--- src/rtl/ibus_line_buffer_if.sv ---
`timescale 1ns/1ps
`default_nettype none
// ============================================================================
// Module   : ibus_line_buffer_if
// Brief    : Fetch-side (ibus) and memory-side (cbus) signal bundle for the
//            single-line instruction buffer.
// Revision : 1.0
// ============================================================================
interface ibus_line_buffer_if;
    logic        ireq_valid;
    logic [63:0] ireq_addr;

    logic        iresp_addr_ok;
    logic        iresp_data_ok;
    logic [31:0] iresp_data;

    logic        creq_valid;
    logic        creq_is_write;
    logic [2:0]  creq_size;
    logic [63:0] creq_addr;
    logic [7:0]  creq_strobe;
    logic [63:0] creq_data;
    logic [3:0]  creq_len;
    logic [1:0]  creq_burst;

    logic        cresp_ready;
    logic        cresp_last;
    logic [63:0] cresp_data;

    modport slave (
        input  ireq_valid, ireq_addr,
        input  cresp_ready, cresp_last, cresp_data,
        output iresp_addr_ok, iresp_data_ok, iresp_data,
        output creq_valid, creq_is_write, creq_size, creq_addr,
        output creq_strobe, creq_data, creq_len, creq_burst
    );

    modport master (
        output ireq_valid, ireq_addr,
        output cresp_ready, cresp_last, cresp_data,
        input  iresp_addr_ok, iresp_data_ok, iresp_data,
        input  creq_valid, creq_is_write, creq_size, creq_addr,
        input  creq_strobe, creq_data, creq_len, creq_burst
    );
endinterface
`default_nettype wire

--- src/rtl/ibus_line_buffer.sv ---
`timescale 1ns/1ps
`default_nettype none
// ============================================================================
// Module   : ibus_line_buffer
// Brief    : Single-line instruction buffer; hits answer combinationally,
//            misses refill the whole line with one incrementing burst.
// Revision : 1.0
// ============================================================================
module ibus_line_buffer #(
    parameter int LINE_WORDS = 4
) (
    input  logic              clk,
    input  logic              resetn,
    input  logic              flush,
    ibus_line_buffer_if.slave bus
);

    localparam int         c_off_w      = $clog2(LINE_WORDS * 8);
    localparam int         c_beat_w     = $clog2(LINE_WORDS);
    localparam int         c_tag_w      = 64 - c_off_w;
    localparam logic [2:0] c_msize8     = 3'd3;
    localparam logic [1:0] c_burst_incr = 2'b01;
    localparam logic [3:0] c_len        = 4'(LINE_WORDS - 1);

    localparam logic [0:0] c_st_idle = 1'b0;
    localparam logic [0:0] c_st_fill = 1'b1;

    logic [0:0]          r_state;
    logic [0:0]          w_state_next;
    logic [63:0]         r_line [LINE_WORDS];
    logic [c_tag_w-1:0]  r_tag;
    logic [c_tag_w-1:0]  r_fill_tag;
    logic                r_lvalid;
    logic                r_kill;
    logic [c_beat_w-1:0] r_beat;

    logic [c_tag_w-1:0]  w_req_tag;
    logic [c_beat_w-1:0] w_off;
    logic                w_half;
    logic [63:0]         w_word;
    logic                w_idle;
    logic                w_fill;
    logic                w_hit;
    logic                w_miss;
    logic                w_unused;

    assign w_req_tag = bus.ireq_addr[63:c_off_w];
    assign w_off     = bus.ireq_addr[c_off_w-1:3];
    assign w_half    = bus.ireq_addr[2];
    assign w_word    = r_line[w_off];
    assign w_unused  = &{1'b0, bus.ireq_addr[1:0]};

    assign w_idle = (r_state == c_st_idle);
    assign w_fill = (r_state == c_st_fill);
    assign w_hit  = w_idle && bus.ireq_valid && r_lvalid && (r_tag == w_req_tag) && !flush;
    assign w_miss = w_idle && bus.ireq_valid && !w_hit && !flush;

    always_ff @(posedge clk or negedge resetn) begin
        if (!resetn) begin
            r_state <= c_st_idle;
        end else begin
            r_state <= w_state_next;
        end
    end

    always_comb begin
        w_state_next = r_state;
        case (r_state)
            c_st_idle: if (w_miss) w_state_next = c_st_fill;
            c_st_fill: if (bus.cresp_ready && bus.cresp_last) w_state_next = c_st_idle;
            default:   w_state_next = c_st_idle;
        endcase
    end

    always_ff @(posedge clk or negedge resetn) begin
        if (!resetn) begin
            for (int i = 0; i < LINE_WORDS; i++) begin
                r_line[i] <= '0;
            end
            r_tag      <= '0;
            r_fill_tag <= '0;
            r_lvalid   <= 1'b0;
            r_kill     <= 1'b0;
            r_beat     <= '0;
        end else if (w_idle) begin
            if (flush) begin
                r_lvalid <= 1'b0;
            end
            if (w_miss) begin
                r_fill_tag <= w_req_tag;
                r_beat     <= '0;
                r_kill     <= 1'b0;
            end
        end else begin
            // A flush anywhere in the burst, including the last beat, voids the install.
            if (flush) begin
                r_kill <= 1'b1;
            end
            if (bus.cresp_ready) begin
                r_line[r_beat] <= bus.cresp_data;
                r_beat         <= r_beat + c_beat_w'(1);
                if (bus.cresp_last) begin
                    r_tag    <= r_fill_tag;
                    r_lvalid <= !r_kill && !flush;
                end
            end
        end
    end

    assign bus.iresp_addr_ok = w_hit;
    assign bus.iresp_data_ok = w_hit;
    assign bus.iresp_data    = w_half ? w_word[63:32] : w_word[31:0];

    // The memory request is a pure function of registers, never of cresp.
    assign bus.creq_valid    = w_fill;
    assign bus.creq_is_write = 1'b0;
    assign bus.creq_size     = w_fill ? c_msize8 : 3'd0;
    assign bus.creq_addr     = w_fill ? {r_fill_tag, {c_off_w{1'b0}}} : 64'd0;
    assign bus.creq_strobe   = 8'd0;
    assign bus.creq_data     = 64'd0;
    assign bus.creq_len      = w_fill ? c_len : 4'd0;
    assign bus.creq_burst    = w_fill ? c_burst_incr : 2'd0;

endmodule
`default_nettype wire

--- src/flat_wrapper.sv ---
// flat-port wrapper written by rule: the top's interface ports become plain ports
module ibus_line_buffer_flat 
#(
    parameter int LINE_WORDS = 4
)
  (clk, resetn, flush, bus_ireq_valid, bus_ireq_addr, bus_cresp_ready, bus_cresp_last, bus_cresp_data, bus_iresp_addr_ok, bus_iresp_data_ok, bus_iresp_data, bus_creq_valid, bus_creq_is_write, bus_creq_size, bus_creq_addr, bus_creq_strobe, bus_creq_data, bus_creq_len, bus_creq_burst);
  ibus_line_buffer_if bus_i ();
  input  logic clk;
  input  logic resetn;
  input  logic flush;
  input wire logic [$bits(bus_i.ireq_valid)-1:0] bus_ireq_valid;
  input wire logic [$bits(bus_i.ireq_addr)-1:0] bus_ireq_addr;
  input wire logic [$bits(bus_i.cresp_ready)-1:0] bus_cresp_ready;
  input wire logic [$bits(bus_i.cresp_last)-1:0] bus_cresp_last;
  input wire logic [$bits(bus_i.cresp_data)-1:0] bus_cresp_data;
  output wire logic [$bits(bus_i.iresp_addr_ok)-1:0] bus_iresp_addr_ok;
  output wire logic [$bits(bus_i.iresp_data_ok)-1:0] bus_iresp_data_ok;
  output wire logic [$bits(bus_i.iresp_data)-1:0] bus_iresp_data;
  output wire logic [$bits(bus_i.creq_valid)-1:0] bus_creq_valid;
  output wire logic [$bits(bus_i.creq_is_write)-1:0] bus_creq_is_write;
  output wire logic [$bits(bus_i.creq_size)-1:0] bus_creq_size;
  output wire logic [$bits(bus_i.creq_addr)-1:0] bus_creq_addr;
  output wire logic [$bits(bus_i.creq_strobe)-1:0] bus_creq_strobe;
  output wire logic [$bits(bus_i.creq_data)-1:0] bus_creq_data;
  output wire logic [$bits(bus_i.creq_len)-1:0] bus_creq_len;
  output wire logic [$bits(bus_i.creq_burst)-1:0] bus_creq_burst;
  assign bus_i.ireq_valid = bus_ireq_valid;
  assign bus_i.ireq_addr = bus_ireq_addr;
  assign bus_i.cresp_ready = bus_cresp_ready;
  assign bus_i.cresp_last = bus_cresp_last;
  assign bus_i.cresp_data = bus_cresp_data;
  assign bus_iresp_addr_ok = bus_i.iresp_addr_ok;
  assign bus_iresp_data_ok = bus_i.iresp_data_ok;
  assign bus_iresp_data = bus_i.iresp_data;
  assign bus_creq_valid = bus_i.creq_valid;
  assign bus_creq_is_write = bus_i.creq_is_write;
  assign bus_creq_size = bus_i.creq_size;
  assign bus_creq_addr = bus_i.creq_addr;
  assign bus_creq_strobe = bus_i.creq_strobe;
  assign bus_creq_data = bus_i.creq_data;
  assign bus_creq_len = bus_i.creq_len;
  assign bus_creq_burst = bus_i.creq_burst;
  ibus_line_buffer #(.LINE_WORDS(LINE_WORDS)) u_core (.clk(clk), .resetn(resetn), .flush(flush), .bus(bus_i));
endmodule
--- config.mk ---
export PLATFORM = sky130hd
export DESIGN_NAME = ibus_line_buffer_flat
export DESIGN_NICKNAME = d
export VERILOG_FILES = /design/src/rtl/ibus_line_buffer_if.sv /design/src/rtl/ibus_line_buffer.sv /design/src/flat_wrapper.sv
export SDC_FILE = /design/constraint.sdc
export NUM_CORES = 1
export LEC_CHECK = 0
export CORE_AREA = 2 2 173 217
export CTS_BUF_LIST = sky130_fd_sc_hd__clkbuf_2
export DETAILED_ROUTE_END_ITERATION = 6
export DIE_AREA = 0 0 175 219
export GPL_TIMING_DRIVEN = 0
export HOLD_SLACK_MARGIN = 0.12
export PLACE_DENSITY = 0.76
export SYNTH_ARGS = -nofsm -noshare
export SYNTH_HDL_FRONTEND = slang
export SYNTH_SLANG_ARGS = --single-unit
--- constraint.sdc ---
create_clock -name clk -period 2.55 [get_ports clk]
set_input_delay 0.51 -clock clk [delete_from_list [all_inputs] [get_ports clk]]
set_output_delay 0.51 -clock clk [all_outputs]
set_load 0.01 [all_outputs]
-- Yosys cells after proc, flatten, opt, wreduce, memory -nomap -nowiden
Cells that the tools add are included.
- bits in registers: 379
- bits of input ports: 134
- word-level logic and storage cells: 65
- add/sub/neg operators: 1
- magnitude comparators: 3
- equal/unequal tests: 4
- multiplexer cells: 24
- bitwise logic cells: 3
- reductions and logical operators: 20
- operators by type and width (kind ; count):
    256-bit bitwise mux ; 1
    64-bit two-way mux ; 4
    64-bit binary-select mux with 2-bit select ; 1
    64-bit demux with 2-bit select ; 1
    59-bit == test ; 1
    32-bit two-way mux ; 1
    1-bit two-way mux ; 10
    2-bit two-way mux ; 5
    1-bit logical AND ; 9
    2-bit AND reduction ; 4
    3-bit >= comparator, second input constant ; 2
    2-bit != test, second input constant ; 3
    2-bit NOT with 3-bit output ; 2
    3-bit AND reduction ; 2
    2-bit nonzero test ; 2
    1-bit zero test ; 3
    3-bit by 1-bit < comparator with 1-bit output, second input constant ; 1
    2-bit by 1-bit adder with 2-bit output, second input constant ; 1
    1-bit case mux with 2 select lines ; 1
    1-bit NOT ; 1

-- Logic depth before layout (Yosys ltp)
Gate-level depths: netlist of the first run.
- depth in word-level cells: 10
- mapped depth: 8

-- Worst setup path after synthesis of the first run
Ideal clock, no wire load.
- path kind: input-to-output
- start point: input port bus_ireq_addr[3]
- end point: output port bus_iresp_data[0]
- arrival time: 2.013 ns
- data required time: 2.040 ns
- slack: 0.027 ns
- stages on the path: 4
- buffers on the path: 2
- cell sequence: clkbuf_1 buf_2 mux4_2 mux2_2
- cells in the longest elaborated chain, start to end: 5
- RTL lines (item ; RTL line ; source):
    from (decl) ; flat_wrapper.sv:12 ; input wire logic [$bits(bus_i.ireq_addr)-1:0] bus_ireq_addr;
    2-bit NOT with 3-bit output (not written as such) ; ibus_line_buffer.sv:50 ; assign w_word = r_line[w_off];
    64-bit binary-select mux with 2-bit select ; ibus_line_buffer.sv:50 ;
    64-bit two-way mux (not written as such) (2 in series) ; ibus_line_buffer.sv:50 ;
    32-bit two-way mux ; ibus_line_buffer.sv:112 ; assign bus.iresp_data = w_half ? w_word[63:32] : w_word[31:0];
    to (decl) ; flat_wrapper.sv:18 ; output wire logic [$bits(bus_i.iresp_data)-1:0] bus_iresp_data;
No other way between the ends. The select of a mux whose other input is x is not followed.

-- Worst setup path after layout of the first run
- start point: register u_core.r_state (netlist: u_core.bus.creq_valid)
- end point: output port bus_iresp_addr_ok
- cells in the longest elaborated chain, start to end: 5
- RTL lines (item ; RTL line ; source):
    from (decl) ; ibus_line_buffer.sv:28 ; logic [0:0] r_state;
    from (signal assigned) ; ibus_line_buffer.sv:60 ; r_state <= c_st_idle;
    from (signal assigned) ; ibus_line_buffer.sv:62 ; r_state <= w_state_next;
    1-bit NOT ; ibus_line_buffer.sv:53 ; assign w_idle = (r_state == c_st_idle);
    1-bit logical AND (4 in series) ; ibus_line_buffer.sv:55 ; assign w_hit = w_idle && bus.ireq_valid && r_lvalid && (r_tag == w_req_tag) && !flush;
    to (decl) ; flat_wrapper.sv:16 ; output wire logic [$bits(bus_i.iresp_addr_ok)-1:0] bus_iresp_addr_ok;
No other way between the ends.

==> results of run 1 <==
stage by stage:
step | util, % | hold slack, ns | setup slack, ns | instance area, um2
2_1_floorplan | - | 0.214 | 0.0275 | 18300
3_3_place_gp | 58.4 | 0.481 | -15.19 | 21100
3_5_place_dp | 58.6 | 0.487 | -1.28 | 21200
4_1_cts | 64.3 | 0.120 | -1.00 | 23300
5_1_grt | 64.9 | 0.135 | -1.01 | 23500
6_report | 64.9 | 0.229 | -0.855 | 23500
kinds of logic after synthesis:
kind of cell    count (synthesis)  synth area share, %
compound gates                  7                0.286
fa+ha+maj                       4                0.279
xor+xnor                       58                 2.83
other cells                     1               0.0209
buf+inv                       153                 5.85
flops                         379                 52.8
mux                           470                 34.7
simple gates                   99                 3.26
report_power, final:
group	internal, W	switching (W)	total [W]
logic	0.00568	0.00291	0.00859
registers	0.00877	0.00154	0.0103
clock network	0.00164	0.00236	0.00400
total	0.0161	0.00681	0.0229
layout by cell type, fill, tap and decap left out, types with 31 or more instances in the layout:
master and n:
and2_4 43, buf_2 31, buf_4 118, buf_6 90, clkbuf_2 150, clkdlybuf4s50_1 127
conb_1 82, dfrtp_1 378, dlygate4sd3_1 59, mux2_2 318, mux2_4 87, mux4_2 64
per-layer routing:
metal	GRT usage [%]	wire, um	part of all wire [%]	vias up
li1	-	-	-	5070
met1	27.4	17000	40	5689
met2	38.2	21600	51	314
met3	5.98	2480	5.9	61
met4	9.39	1020	2.4	6
met5	0	41	0.097	-
worst reg2reg max path, delay by kind of cell, from the launching register on:
kind | cells | cell delay (ns)
mux | 1 | 0.35
simple gates | 2 | 0.36
flops | 1 | 0.46
buf+inv | 8 | 1.29
worst paths after layout:
check	from	endpoint	slack (ns)
worst max-delay path	u_core.bus.creq_valid	bus_iresp_addr_ok	-0.85
worst min-delay path	bus_cresp_data[2]	u_core.r_line[194]	0.23
worst max register to register	u_core.bus.creq_valid	u_core.r_tag[53]	-0.06
worst min register to register	u_core.r_line[81]	u_core.r_line[81]	0.50
max in group asynchronous	resetn	u_core.r_line[104]	0.89
min in group asynchronous	resetn	u_core.r_line[88]	0.70
sequential cells by signal, indices dropped and copies added, names as in the netlist:
name                   count
u_core.r_kill              1
u_core.r_beat              2
u_core.r_lvalid            1
u_core.r_fill_tag         59
u_core.bus.creq_valid      1
u_core.r_tag              59
u_core.r_line            256
cell type report:
class,count,area (um2),area share (%)
flip-flops and latches,379,9490,40.3
multi-input cells,720,8070,34.3
repair buffers,326,3350,14.3
plain buffers,150,1190,5.08
clock buffers,143,716,3.04
well taps,480,601,2.55
clock inverters,8,82.6,0.351
inverters,2,7.51,0.0319
diodes,1,2.50,0.0106
repair_timing:
item / CTS / global route
resized for setup: 583 / 55
endpoints found under the hold margin: 377 / 0
setup buffers: 22 / 11
hold buffers: 60 / 0
pin swaps: 6 / 10
gates cloned: 5 / 0
setup endpoints to repair: 156 / 409
==> qor.yml, run 1 <==
path_cells: "nor2b_2, nand4_1, nor4_2, nand4_1, nor3_2, buf_4, buf_6"
worstRegToRegCells: 11
netlist_top_cells_count: "379 x dfrtp_1, 348 x mux2_2, 88 x buf_4"
wl_per_cell_um: 19.0
path_buf_inv: 2
critical_path.top_delay_family: "simple AND/OR/NAND/NOR gates"
gp_congestion: 0.827
dieArea_mm2: 0.0383
cp-end-kind: "output pin"
drt_pass1_iterations: 4
worstHoldPathType: "primary input to flop"
path_max_fanout: 3
cp_common_cell: "nand4_1"
fillers: 2630
avgSynthCellArea_um2: 15.3
grt_pass1_vias: 12200
timing.fmax_ghz: 0.294
clk_path_buf_depth: 3
total_power_w: 0.0229
crit_type: "flop to output pin"
insertion_delay_ns: 0.99
finalHoldViolCount: 0
skew_ns: 0.0751
final.setup.tns_ns: -21.05
worstPathRequired_ns: 2.04
max_cap_viol_count: 0
min_period_over_period_pct: 134
cp_slowest_stage_delay_ns: 0.46
drt_wl_total_um: 42100
seq_area_frac_synth_pct: 52.8
peakVddDrop_mv: 0.497
dp_hpwl_um: 27700
hold_depth: 2
worst-path-stages: 7
fin_cells: 2209
track_usage_pct: 22.5
ys.flop_type: "dfrtp_1"
antenna_found_initial: 4
crit_path_top_delay_cell: "dfrtp_2"
ios: 315
p_leak_nw: 10.9
drcViolationCount: 0
status: "finished, violations left"
grt-ovfl-total: 0
worst_pin_slew_ns: 0.956
yosysWarnings: 0
viasPerCell: 5.04
portBuffers: 227
grt_max_degree: 124
worst_slack_ns: -0.855
root_buffer: "clkbuf_2"
drive_above_1_share_pct: 55.3
synthArstFlopShare_pct: 100
synth.distinct_cells: 32
ctsHtreeMaxLevel: 3
die_y_um: 219
final-max-slew-violation-count: 0
yosysTopAreaCell: "dfrtp_1"
core_area_mm2: 0.0362
vias: 11100
syn_inst: 1171
min_period_ns: 3.40
dp.cells: 1962
synth-seq-cells: 379
relSlewSlack_pct: 36.3
cts_made_buffers: 96
clock-sinks: 379
yosysTopAreaCellShare_pct: 52.8
row_count: 78
dieWidth_um: 175
synth.most_common_cell: "dfrtp_1"
grt_pass1_wl_um: 66900
ant_nets: 0
start_kind: "flop"
cp.arrival_ns: 2.89
nNetsFinal: 1813
synth_area_leaders: "dfrtp_1 53%, mux2_2 22%, mux4_2 8.0%"
area_growth_pct: 30.9
finalSetupViolCount: 111
start_util_pct: 49.6
synth_edf_count: 0
first_iter_violations: 462
grt_setup_unrepaired: "yes"
netlist_area_mm2: 0.0180
cts_tree: "done"
failed_checks: "setup timing"
power_density_mw_per_mm2: 974
path_clk_slew_ns: 0.12
Note: power is estimated with default switching activity, not from simulation.
==> run 2, diff against run 1 <==
--- a/config.mk
+++ b/config.mk
@@ -11,7 +11,8 @@
 export DIE_AREA = 0 0 175 219
 export GPL_TIMING_DRIVEN = 0
 export HOLD_SLACK_MARGIN = 0.12
-export PLACE_DENSITY = 0.76
+export PLACE_DENSITY = 0.9
+export REMOVE_ABC_BUFFERS = 1
 export SYNTH_ARGS = -nofsm -noshare
 export SYNTH_HDL_FRONTEND = slang
 export SYNTH_SLANG_ARGS = --single-unit
==> run 2 against run 1 <==
The run still ends with setup timing left. First-iteration DRC count rose by 30%. Register-to-register slack worse by 0.49 ns. Global-route usage is 0.81 points higher. Core utilization grew 4.7 points. Cell count decreased by 1.8%. Largest cell class unchanged. Critical path depth stayed put. Combinational power is 28% higher. Via count grew 7.5%. Fmax is 6.2% lower. Sequential share of layout area down 2.7 points.
==> qor.yml, run 2 (synthesized netlist as in run 1, its figures left out) <==
drcViolationCount: 0  # unchanged
grt_max_degree: 116  # was 124
worst_pin_slew_ns: 0.851  # was 0.956 ns
root_buffer: "clkbuf_2"  # unchanged
crit_type: "flop to output pin"  # unchanged
relSlewSlack_pct: 43.3  # was 36.3%
clock-sinks: 379  # unchanged
peakVddDrop_mv: 0.645  # was 0.497 mV
finalSetupViolCount: 473  # was 111
path_cells: "xnor2_1, nand4_1, nor4_2, nand4_1, nor3_2, buf_4, buf_6"  # was nor2b_2, nand4_1, nor4_2, nand4_1, nor3_2, buf_4, buf_6
reg_top3: "u_core.r_line x256, u_core.r_fill_tag x59, u_core.r_tag x59"  # unchanged
drt_wl_total_um: 57400  # was 42100 um
start_util_pct: 49.6  # unchanged
ctsHtreeMaxLevel: 3  # unchanged
first_iter_violations: 601  # was 462
core_area_mm2: 0.0362  # unchanged
crit_path_top_delay_cell: "dfrtp_1"  # was dfrtp_2
gp_congestion: 0.767  # was 0.827
pre_cts_slack_ns: -1.22  # was -1.28 ns
largest_register_ffs: 256  # unchanged
min_period_over_period_pct: 142  # was 134%
ios: 315  # unchanged
wl_per_cell_um: 26.5  # was 19.0 um
fillers: 2229  # was 2630
cp.arrival_ns: 3.12  # was 2.89 ns
worst_slack_ns: -1.08  # was -0.855 ns
vias: 12000  # was 11100
drt_pass1_iterations: 7  # was 4
gr-usage-met2_pct: 41.4  # was 38.2%
whs_ns: 0.193  # was 0.229 ns
path_max_fanout: 4  # was 3
use_met3_pct: 6.25  # was 5.98%
area_growth_pct: 40.4  # was 30.9%
dp.cells: 1823  # was 1962
dieWidth_um: 175  # unchanged
failed_checks: "setup timing"  # unchanged
final_cell_mix: "378 x dfrtp_1, 347 x mux2_4, 141 x clkbuf_2, 126 x clkdlybuf4s50_1, 85 x buf_6"  # was 378 x dfrtp_1, 318 x mux2_2, 150 x clkbuf_2, 127 x clkdlybuf4s50_1, 118 x buf_4
status: "finished, violations left"  # unchanged
viasPerCell: 5.52  # was 5.04
cts_tree: "done"  # unchanged
max_cap_viol_count: 0  # unchanged
nNetsFinal: 1762  # was 1813
globalRouteMet1Util_pct: 26.4  # was 27.4%
path_clk_slew_ns: 0.16  # was 0.12 ns
path_buf_inv: 2  # unchanged
final-max-slew-violation-count: 0  # unchanged
track_usage_pct: 23.4  # was 22.5%
drive_above_1_share_pct: 53.6  # was 55.3%
insertion_delay_ns: 1.05  # was 0.99 ns
cp_common_cell: "nand4_1"  # unchanged
grt_setup_unrepaired: "yes"  # unchanged
utilization_pct: 69.7  # was 64.9%
worstHoldPathType: "primary input to flop"  # unchanged
fin_cells: 2170  # was 2209
final_common_cell: "dfrtp_1"  # unchanged
p_leak_nw: 12.3  # was 10.9 nW
portBuffers: 230  # was 227
timing.fmax_ghz: 0.275  # was 0.294 GHz
row_count: 78  # unchanged
start_kind: "flop"  # unchanged
grt-ovfl-total: 0  # unchanged
rrSetupSlack_ns: -0.55  # was -0.06 ns
cts_made_buffers: 96  # unchanged
power_density_mw_per_mm2: 1030  # was 974 mW/mm2
skew_ns: 0.0743  # was 0.0751 ns
critical_path.top_delay_family: "simple AND/OR/NAND/NOR gates"  # unchanged
dp_hpwl_um: 24000  # was 27700 um
grt_pass1_wl_um: 69200  # was 66900 um
grt_pass1_vias: 12500  # was 12200
clk_path_buf_depth: 3  # unchanged
top_usage_layer: "met2"  # unchanged
dieArea_mm2: 0.0383  # unchanged
min_period_ns: 3.63  # was 3.40 ns
antenna_found_initial: 3  # was 4
regMostFlops: "u_core.r_line"  # unchanged
ant_nets: 0  # unchanged
worstPathRequired_ns: 2.04  # about the same
finalHoldViolCount: 0  # unchanged
die_y_um: 219  # unchanged
cp_slowest_stage_delay_ns: 0.43  # was 0.46 ns
cp-end-kind: "output pin"  # unchanged
-- run 2: changes by cell type in the layout (fill, tap and decap cells not counted), sizes merged, moves of 2 or more --
cell           before  now
dlygate4sd3        59   45
o21a                1    3
nand2              11   22
clkbuf            174  161
clkdlybuf4s15       2   14
clkinv              5   21
buf               256  206
-- run 2: per-layer routing --
metal / up-vias / part of all wire [%] / wire [um]
met1: 6228 / 37 / 21100
met5: - / 0.042 / 24
met3: 159 / 6.3 / 3640
met4: 4 / 6.1 / 3500
li1: 5003 / - / -
met2: 587 / 51 / 29200
-- run 2: worst paths after layout --
check / from / end / cells after the start
worst max-delay path: u_core.r_tag[49] / bus_iresp_data_ok / 7
min in group asynchronous: resetn / u_core.r_line[79] / 3
worst max register to register: u_core.bus.creq_valid / u_core.r_line[82] / 18
worst min-delay path: bus_ireq_addr[23] / u_core.r_fill_tag[18] / 2
worst min register to register: u_core.r_line[58] / u_core.r_line[58] / 1
max in group asynchronous: resetn / u_core.r_tag[48] / 5
-- run 2: power by group --
part	total [W]	switching [W]	internal (W)
sequential	0.0107	0.00192	0.00878
clock	0.00422	0.00266	0.00156
combinational	0.0110	0.00367	0.00735
total	0.0259	0.00825	0.0177
-- run 2: worst reg2reg max path, delay by kind of cell (launching register included) --
kind	cells	cell delay [ns]
mux	1	0.30
simple gates	2	0.35
flops	1	0.45
buf+inv	15	1.86
-- run 2: repair_timing --
item / CTS / global route
hold endpoints to repair: 311 / 1
endpoints found under the setup margin: 220 / 477
hold buffers: 44 / 1
resized for setup: 535 / 344
cloned: 21 / 38
setup buffers: 32 / 52
pin swaps: 11 / 12
-- run 2: cell type report --
type | instances | area [um2] | share of cell area [%]
repair buffers | 411 | 5000 | 19.8
clock inverters | 22 | 116 | 0.461
clock buffers | 141 | 706 | 2.80
well taps | 480 | 601 | 2.38
inverters | 2 | 7.51 | 0.0298
diodes | 1 | 2.50 | 0.00992
flip-flops and latches | 379 | 9490 | 37.6
multi-input cells | 734 | 9310 | 36.9
-- run 2: through the flow --
stage | cell area (um2) | TNS, ns | total power, W
after floorplan | 17200 | -414.09 | 0.0150
after detailed placement | 20500 | -102.73 | 0.0178
after global routing | 25200 | -183.07 | 0.0271
final | 25200 | -178.83 | 0.0259
after global placement | 20100 | -6849.92 | 0.0174
after CTS | 22800 | -154.56 | 0.0228
